File: config.mk
export PLATFORM = sky130hd
export DESIGN_NAME = stc_pe_mac_flat
export DESIGN_NICKNAME = d
export VERILOG_FILES = /design/src/rtl/stc_pe_mac_if.sv /design/src/rtl/stc_pe_mac.sv /design/src/flat_wrapper.sv
export SDC_FILE = /design/constraint.sdc
export NUM_CORES = 1
export LEC_CHECK = 0
export CAP_MARGIN = 20
export CORE_MARGIN = 3
export CORE_UTILIZATION = 56
export CTS_CLUSTER_SIZE = 10
export DETAILED_ROUTE_END_ITERATION = 7
export GPL_TIMING_DRIVEN = 0
export PLACE_DENSITY = 0.8
export SYNTH_ARGS = -nofsm -noshare
export SYNTH_HDL_FRONTEND = slang
export SYNTH_SLANG_ARGS = --single-unit
File: constraint.sdc
create_clock -name clk -period 5.1 [get_ports clk]
set_input_delay 1.275 -clock clk [delete_from_list [all_inputs] [get_ports clk]]
set_output_delay 1.275 -clock clk [all_outputs]
set_load 0.01 [all_outputs]
File: src/rtl/stc_pe_mac_if.sv
// Operand/result bundle for one sparse tensor-core processing element.
// The datapath side drives the operands; the PE returns its registered row.
interface stc_pe_mac_if #(
  parameter int N       = 8,
  parameter int DW_DATA = 8
);
  logic [DW_DATA-1:0]   A_element;
  logic [N*DW_DATA-1:0] B_row;
  logic [N*DW_DATA-1:0] C_row;
  logic                 load_en;
  logic                 acc_en;
  logic [N*DW_DATA-1:0] D_row;

  modport master (
    output A_element,
    output B_row,
    output C_row,
    output load_en,
    output acc_en,
    input  D_row
  );

  modport slave (
    input  A_element,
    input  B_row,
    input  C_row,
    input  load_en,
    input  acc_en,
    output D_row
  );
endinterface

File: src/rtl/stc_pe_mac.sv
// Sparse tensor-core processing element: N-lane scalar-times-row multiply-add.
// A stationary B row is held in a register; every cycle each lane computes
// A * B[i] (truncated) plus either C[i] or its own previous result, modulo
// 2^DW_DATA. D_row comes straight from a register.
module stc_pe_mac #(
  parameter int N       = 8,
  parameter int DW_DATA = 8
) (
  input  logic         clk,
  input  logic         reset,
  stc_pe_mac_if.slave  bus
);

  logic [N*DW_DATA-1:0] r_b_reg;
  logic [N*DW_DATA-1:0] r_d_row;
  logic [N*DW_DATA-1:0] w_d_next;

  // Per-lane multiply-add; uses the pre-edge stationary row so a fresh load
  // only contributes from the following edge onward.
  generate
    for (genvar gi = 0; gi < N; gi++) begin : g_lane
      logic [DW_DATA-1:0] w_prod;
      logic [DW_DATA-1:0] w_addend;

      assign w_prod   = bus.A_element * r_b_reg[gi*DW_DATA +: DW_DATA];
      assign w_addend = bus.acc_en ? r_d_row[gi*DW_DATA +: DW_DATA]
                                   : bus.C_row[gi*DW_DATA +: DW_DATA];
      assign w_d_next[gi*DW_DATA +: DW_DATA] = w_addend + w_prod;
    end
  endgenerate

  // Stationary operand and result registers; both clear immediately on reset.
  always_ff @(posedge clk or negedge reset) begin
    if (!reset) begin
      r_b_reg <= '0;
      r_d_row <= '0;
    end else begin
      if (bus.load_en) begin
        r_b_reg <= bus.B_row;
      end
      r_d_row <= w_d_next;
    end
  end

  assign bus.D_row = r_d_row;

endmodule

File: src/flat_wrapper.sv
// flat-port wrapper written by rule: the top's interface ports become plain ports
module stc_pe_mac_flat 
#(
  parameter int N       = 8,
  parameter int DW_DATA = 8
)
  (clk, reset, bus_A_element, bus_B_row, bus_C_row, bus_load_en, bus_acc_en, bus_D_row);
  stc_pe_mac_if #(.N(N), .DW_DATA(DW_DATA)) bus_i ();
  input  logic clk;
  input  logic reset;
  input wire logic [$bits(bus_i.A_element)-1:0] bus_A_element;
  input wire logic [$bits(bus_i.B_row)-1:0] bus_B_row;
  input wire logic [$bits(bus_i.C_row)-1:0] bus_C_row;
  input wire logic [$bits(bus_i.load_en)-1:0] bus_load_en;
  input wire logic [$bits(bus_i.acc_en)-1:0] bus_acc_en;
  output wire logic [$bits(bus_i.D_row)-1:0] bus_D_row;
  assign bus_i.A_element = bus_A_element;
  assign bus_i.B_row = bus_B_row;
  assign bus_i.C_row = bus_C_row;
  assign bus_i.load_en = bus_load_en;
  assign bus_i.acc_en = bus_acc_en;
  assign bus_D_row = bus_i.D_row;
  stc_pe_mac #(.N(N), .DW_DATA(DW_DATA)) u_core (.clk(clk), .reset(reset), .bus(bus_i));
endmodule
=== Word-level counts from Yosys, hierarchy flattened ===
Index checks and enable logic that the tools add are counted.

* Multiply operators: 8
* $add $sub $neg: 8
* Muxes and demuxes: 8

{| class="wikitable"
|+ Operators by type and width
! kind !! count
|-
| adder 8 bit || 8
|-
| multiplier 8 x 8 -> 8 bit || 8
|-
| 2-to-1 mux 8 bit || 8
|}

* Word-level logic and storage cells: 26
* Bits in registers: 128
* Output and inout port bits: 64
* Input bits: 140

=== Depth between registers and ports, before layout ===
Gate-level depths: netlist (run 1).

* Depth after elaboration: 2
* Mapped depth: 18
* Gate-level depth less buffers: 15

=== Worst setup path before layout (run 1) ===
Ideal clock, no wire load.

* Kind: input to register
* Start point: input bus_acc_en
* End point: register u_core.r_d_row[15] (netlist: u_core.bus.D_row[15])
* Path slack: -113 ps
* Cell stages on the path: 15
* Buffers on the path: 3
* Library setup time: 134 ps
* Required time: 4,966 ps
* Arrival time: 5,079 ps
* Cells stage by stage: buf_6 > buf_2 > buf_2 > mux2i_1 > fa_1 > fa_1 > inv_1 > fa_1 > inv_1 > fa_1 > inv_1 > ha_1 > a21oi_1 > xnor2_1 > xnor3_1

* Longest elaborated chain between the ends: 2

{| class="wikitable"
|+ Ends and longest elaborated chain
! what !! RTL line !! RTL
|-
| start: declaration || flat_wrapper.sv:15 || <nowiki>input wire logic [$bits(bus_i.acc_en)-1:0] bus_acc_en;</nowiki>
|-
| 2-to-1 mux 8 bit || stc_pe_mac.sv:26 || <nowiki>assign w_addend = bus.acc_en ? r_d_row[gi*DW_DATA +: DW_DATA]</nowiki>
|-
| adder 8 bit || stc_pe_mac.sv:28 || <nowiki>assign w_d_next[gi*DW_DATA +: DW_DATA] = w_addend + w_prod;</nowiki>
|-
| via u_core.w_d_next[15] || stc_pe_mac.sv:16 || <nowiki>logic [N*DW_DATA-1:0] w_d_next;</nowiki>
|-
| end signal: assignment || stc_pe_mac.sv:41 || <nowiki>r_d_row <= w_d_next;</nowiki>
|-
| end: declaration || stc_pe_mac.sv:15 || <nowiki>logic [N*DW_DATA-1:0] r_d_row;</nowiki>
|}

The timed path passes the listed nets, and every way through them passes these cells.
A chain may end at the register's enable or synchronous reset.

=== Worst setup path in the final report (run 1) ===
* Start point: input bus_acc_en
* End point: register u_core.r_d_row[39] (netlist: u_core.bus.D_row[39])

The elaborated chain is that of the path after synthesis.

==> metrics, run 1 <==
max cap viols 0; final setup fails 0; drt initial violations 755; Worst-path clk slew 0.06 ns; Hold Path Class flop to flop; routed vias/inst 5.40; synth top area cells dfrtp_1 (24%), fa_1 (22%), ha_1 (13%); setup repair after global routing missed its margin true; FF-to-FF End u_core.bus.D_row[7]; Post-Syn Area 0.0133 mm2; Critical path origin bus_acc_en; Sw Share 39.8%; Final ANT Viol Nets 0; core footprint 0.0230 mm2; clock power share 14.1%; CP arrival 5.33 ns; placed cell count 1,780; final hold vios 0; Site Rows 55; Seq pwr share 19.0%; drt first pass iters 5; # fillers 1,681; Finished Layout Cells 1,813; R2R Path Start u_core.r_b_reg[0]; r2r setup slk 1.05 ns; Worst EP required 5.40 ns; share of cells above drive strength 1 12.3%; final instance area 0.0165 mm2; top cell type's share of synthesized area 24.1%; synth warn 0; Initial Util 57.8%; outcome complete, no violations; Sw Pwr 3.38 mW; Synth Register Bits 128; minimum clock period 5.02 ns; slowest stage delay, CP 0.52 ns; Die H 160 um; GRT Util Overall 29.5%; total grt overflow 0; Synth Area per Inst 10.5 um2; Nets 1,908; wire per inst 20.2 um; gpl congestion 0.921; final core utilization 72.0%; DR vias 9,782; HPWL Detailed 27.3 mm; Leakage 8.32 nW; # IOs 204; drt total wl 36.6 mm; max-slew violations 0; crit path kind primary input to flop; startpoint types primary input; Setup crit end kind flop; first-pass GRT wire length 58.4 mm; cell mode on critical path fa_1; Int Pwr 5.12 mW; largest net degree at the start of global routing 98; R2R cell count 12; CP Capture Point u_core.bus.D_row[39]; worst skew pair latency 0.43 ns; crit path max fanout 10; Max Freq 199 MHz; Root Driver clkbuf_16; residual DRC count 0; placed instance area 0.0157 mm2; Buffers on Ports 198; sequential area share after synthesis 24.1%; max_slew headroom 24.6%; cells along the critical path buf_6, buf_6, buf_6, mux2i_2, fa_1, inv_1, fa_1, ha_1, inv_1, fa_1, fa_1, inv_1, a21o_1, a21oi_1, xor3_1; Final Skew 0.00872 ns; slowest CP cell fa_1; Comb pwr share 66.9%; antenna cells 0; worst-margin pin slew 1.13 ns; hold buffer count at cts 0; initial antenna violation count 0; CTS Sinks 128; fin crit share 98.4%; CTS max path bufs 2; P per Cell Area 514 mW/mm2; Post-Syn Nets 1,688; Design Power 8.50 mW; P&R area growth vs syn 24.4%; die area 0.0256 mm2; CTS tree yes; vias in the first global route 10,808; CTS Buf Count 17; Chip Width 160 um; library cells used by synthesis 23; area leader, netlist dfrtp_1; H-tree levels 4; peak supply drop 396 uV; Gate Count Post-Synth 1,268
[worst min path at each step]
| stage | cells past startpoint | from | slack [ns] | to |
|---|---|---|---|---|
| 2_1_floorplan | 1 | u_core.r_b_reg[15] | 0.48 | u_core.r_b_reg[15] |
| 3_3_place_gp | 1 | u_core.r_b_reg[39] | 0.49 | u_core.r_b_reg[39] |
| 3_5_place_dp | 1 | u_core.r_b_reg[7] | 0.50 | u_core.r_b_reg[7] |
| 4_1_cts | 1 | u_core.r_b_reg[7] | 0.51 | u_core.r_b_reg[7] |
| 5_1_grt | 1 | u_core.r_b_reg[7] | 0.54 | u_core.r_b_reg[7] |
| 6_report | 1 | u_core.r_b_reg[39] | 0.51 | u_core.r_b_reg[39] |
[power by group through the flow]
stage	logic, mW	clock network, mW	registers [mW]
after CTS	5.65	1.21	1.61
after detailed placement	5.51	0	1.61
after floorplan	3.86	0	1.69
after global routing	6.37	1.25	1.65
final	5.68	1.20	1.62
after global placement	5.31	0	1.62
[layout by cell type (no fill, tap or decap), drive strengths merged]
master	instances
ha	136
xnor2	65
bufinv	2
clkdlybuf4s50	193
clkdlybuf4s15	1
clkinv	7
and2	89
clkbuf	42
mux2i	39
clkinvlp	2
xor3	5
dfrtp	128
xor2	19
nand2	199
mux2	89
inv	246
xnor3	25
buf	36
dlygate4sd2	1
a21oi	16
a21o	16
fa	144
[synth_stat cells]
cell	instances
clkbuf_2	1
and2_1	89
xnor2_1	65
mux2_2	85
dfrtp_1	128
mux2i_1	39
inv_1	246
xnor3_1	25
buf_4	2
buf_1	1
ha_1	136
nand2_4	1
xor3_1	5
buf_6	4
fa_1	144
clkbuf_1	26
buf_2	18
xor2_1	18
nand2_1	198
a21o_1	16
mux2_1	4
a21oi_1	16
xor2_2	1
[critical path: cells and delay by family]
family / cells / cell delay [ns]
AO/OA/AOI/OAI: 2 / 0.37
XOR/XNOR: 1 / 0.45
adder cells (fa/ha/maj): 5 / 1.97
buffers and inverters: 6 / 0.85
multiplexers: 1 / 0.37
[per-layer routing]
metal  up-vias  global-route usage (%)  wire [um]  share of wire (%)
met5         -                       0          0                  0
met4         0                    11.5       1260                3.4
met3        90                    5.63       2910                8.0
met2       464                    50.4      18200                 50
met1      4913                    37.1      14200                 39
li1       4315                       -          -                  -
[layout make-up]
cell class | instances | area (um2) | area share (%)
inverters | 246 | 923 | 5.58
multi-input cells | 842 | 9000 | 54.4
plain buffers | 51 | 448 | 2.71
clock inverters | 11 | 118 | 0.711
repair buffers | 202 | 2020 | 12.2
well taps | 313 | 392 | 2.37
flip-flops and latches | 128 | 3200 | 19.4
clock buffers | 20 | 437 | 2.64
[through the flow]
step                hold slack, ns  TNS [ns]  setup WS [ns]
floorplan                    0.481         0         0.0335
global placement             0.491   -343.36          -2.48
detailed placement           0.497    -30.60          -1.55
CTS                          0.509         0      0.0000822
global route                 0.536   -0.0994        -0.0466
finish                       0.512         0         0.0798
[logic make-up (layout without fill, tap and decap cells)]
group                      after synthesis  count (layout)  synth area share (%)
AOI/OAI and AO/OA                       32              32                  1.51
DFF                                    128             128                  24.1
xor gates and xnor gates               114             114                  10.7
buffers and inverters                  298             530                  8.87
adders and majority gates              280             280                  34.5
muxes                                  128             128                  10.5
and+or+nand+nor                        288             288                  9.86
[repair_timing]
item | 4_1_cts | 5_1_grt
buffers inserted | 3 | 0
gates resized for setup | 68 | 24
setup endpoints to repair | 32 | 7
pin swaps | 0 | 4
No activity file was read; power rests on OpenSTA's default activity.
==> run 2: changes to the inputs <==
- CAP_MARGIN: 20 -> 30
==> results of run 2 <==
Final layout, timing and power as in run 1 (identical DEF).
==> run 3: changes to the inputs <==
- CORE_MARGIN: 3 -> 2
==> run 3 against run 2 <==
Effect of this change:
- critical path depth unchanged
- hold slack got worse by 0.0041 ns
- sequential share of layout area decreased by 0.064 points
- fmax increased by 1.3%
- final area increased by 0.33%
- total power increased by 0.42%
- sequential power about the same
- clock-buffer cell count decreased by 3
- final cell count increased by 0.50%
==> metrics, run 3 (synthesis gave the netlist of run 1 again) <==
drt total wl 35.4 mm; core footprint 0.0234 mm2; commonest non-fill, non-tap cell in the layout inv_1; placed instance area 0.0157 mm2; outcome complete, no violations; # fillers 1,706; FF-to-FF End u_core.bus.D_row[31]; fin crit share 97.1%; most frequent cells in the layout inv_1 (246), nand2_1 (198), clkdlybuf4s50_1 (192); footprint of the multi-input gates 0.00898 mm2; Finished Layout Cells 1,822; Final Skew 0.0137 ns; r2r setup slk 0.99 ns; Die H 158 um; Initial Util 56.8%; H-tree levels 4; slowest CP cell fa_1; final instance area 0.0166 mm2; WP depth 15; crit path max fanout 10; vias in the first global route 10,396; CTS Buf Count 17; die area 0.0250 mm2; initial antenna violation count 0; P&R area growth vs syn 24.9%; Design Power 8.54 mW; Worst EP required 5.41 ns; antenna cells 0; Final ANT Viol Nets 0; drt first pass iters 6; Max Freq 202 MHz; Sw Pwr 3.39 mW; CP bufs+invs 6; Setup crit end kind flop; Int Pwr 5.15 mW; max-slew violations 0; routed vias/inst 5.35; CP arrival 5.26 ns; max_slew headroom 46.2%; clock power share 15.3%; P per Cell Area 514 mW/mm2; register area 0.00320 mm2; R2R Path Start u_core.r_b_reg[24]; final core utilization 70.9%; placed cell count 1,786; worst skew pair latency 0.45 ns; Buffers on Ports 198; Sw Share 39.7%; worst hold slack 0.508 ns; worst-margin pin slew 0.808 ns; # IOs 204; DR vias 9,742; Worst-path clk slew 0.06 ns; hold path depth 1; Setup WS pre-CTS -1.51 ns; Site Rows 56; Hold Path Class flop to flop; drt initial violations 684; wire per inst 19.4 um; max cap viols 0; cells along the critical path buf_6, buf_12, buf_4, mux2i_2, fa_1, inv_1, fa_1, ha_1, inv_1, fa_1, inv_1, ha_1, a21o_1, a21oi_1, xor3_1; startpoint types primary input; hold buffer count at cts 0; slowest stage delay, CP 0.48 ns; minimum clock period 4.95 ns; cell family with most CP delay adder cells; Hold Crit Start u_core.r_b_reg[7]; worst setup margin 0.146 ns; Root Driver clkbuf_16; Leakage 8.34 nW; GRT Util Overall 30.1%; final hold vios 0; gpl congestion 0.880; HPWL Detailed 26.6 mm; Hold EP u_core.r_b_reg[7]; Seq pwr share 18.9%; CTS tree yes; Comb pwr share 65.8%; setup repair after global routing missed its margin true; largest net degree at the start of global routing 97; total negative slack 0 ns; final setup fails 0; R2R cell count 12; first-pass GRT wire length 55.8 mm; Chip Width 158 um; crit path kind primary input to flop; CTS max path bufs 2; share of cells above drive strength 1 12.2%; Nets 1,910; total grt overflow 0; peak supply drop 276 uV; residual DRC count 0; CTS Sinks 128
==> run 3: layer usage <==
| metal | global-route usage (%) | vias to the layer above | wire length (um) |
|---|---|---|---|
| li1 | - | 4324 | - |
| met3 | 5.42 | 92 | 3020 |
| met4 | 12.0 | 0 | 1320 |
| met2 | 49.9 | 449 | 16700 |
| met5 | 0 | - | 0 |
| met1 | 39.6 | 4877 | 14400 |
==> run 3: how the worst max path moves through the flow <==
stage	startpoint	endpoint	slack, ns
3_3_place_gp	reset	u_core.bus.D_row[20]	-2.38
4_1_cts	bus_A_element[4]	u_core.bus.D_row[15]	0.002
5_1_grt	bus_A_element[4]	u_core.bus.D_row[15]	-0.01
2_1_floorplan	bus_acc_en	u_core.bus.D_row[15]	0.03
6_report	bus_acc_en	u_core.bus.D_row[31]	0.15
3_5_place_dp	bus_A_element[1]	u_core.bus.D_row[15]	-1.51
==> run 3: repair_timing <==
action | 4_1_cts | 5_1_grt
endpoints found under the setup margin | 32 | 6
pin swaps | 2 | 0
buffers inserted | 2 | 4
resized for setup | 61 | 24
==> run 3: area by class of cell <==
type | count | share of cell area, %
multi-input cells | 842 | 54.1
repair buffers | 205 | 12.4
clock buffers | 17 | 2.56
clock inverters | 15 | 1.12
well taps | 319 | 2.40
flip-flops and latches | 128 | 19.3
plain buffers | 50 | 2.61
inverters | 246 | 5.56
==> run 3: power by group through the flow <==
stage / clock network, mW / registers [mW] / logic, mW
finish: 1.31 / 1.61 / 5.61
global route: 1.36 / 1.64 / 6.31
CTS: 1.31 / 1.60 / 5.63
detailed placement: 0 / 1.62 / 5.52
global placement: 0 / 1.61 / 5.32
floorplan: 0 / 1.69 / 3.86
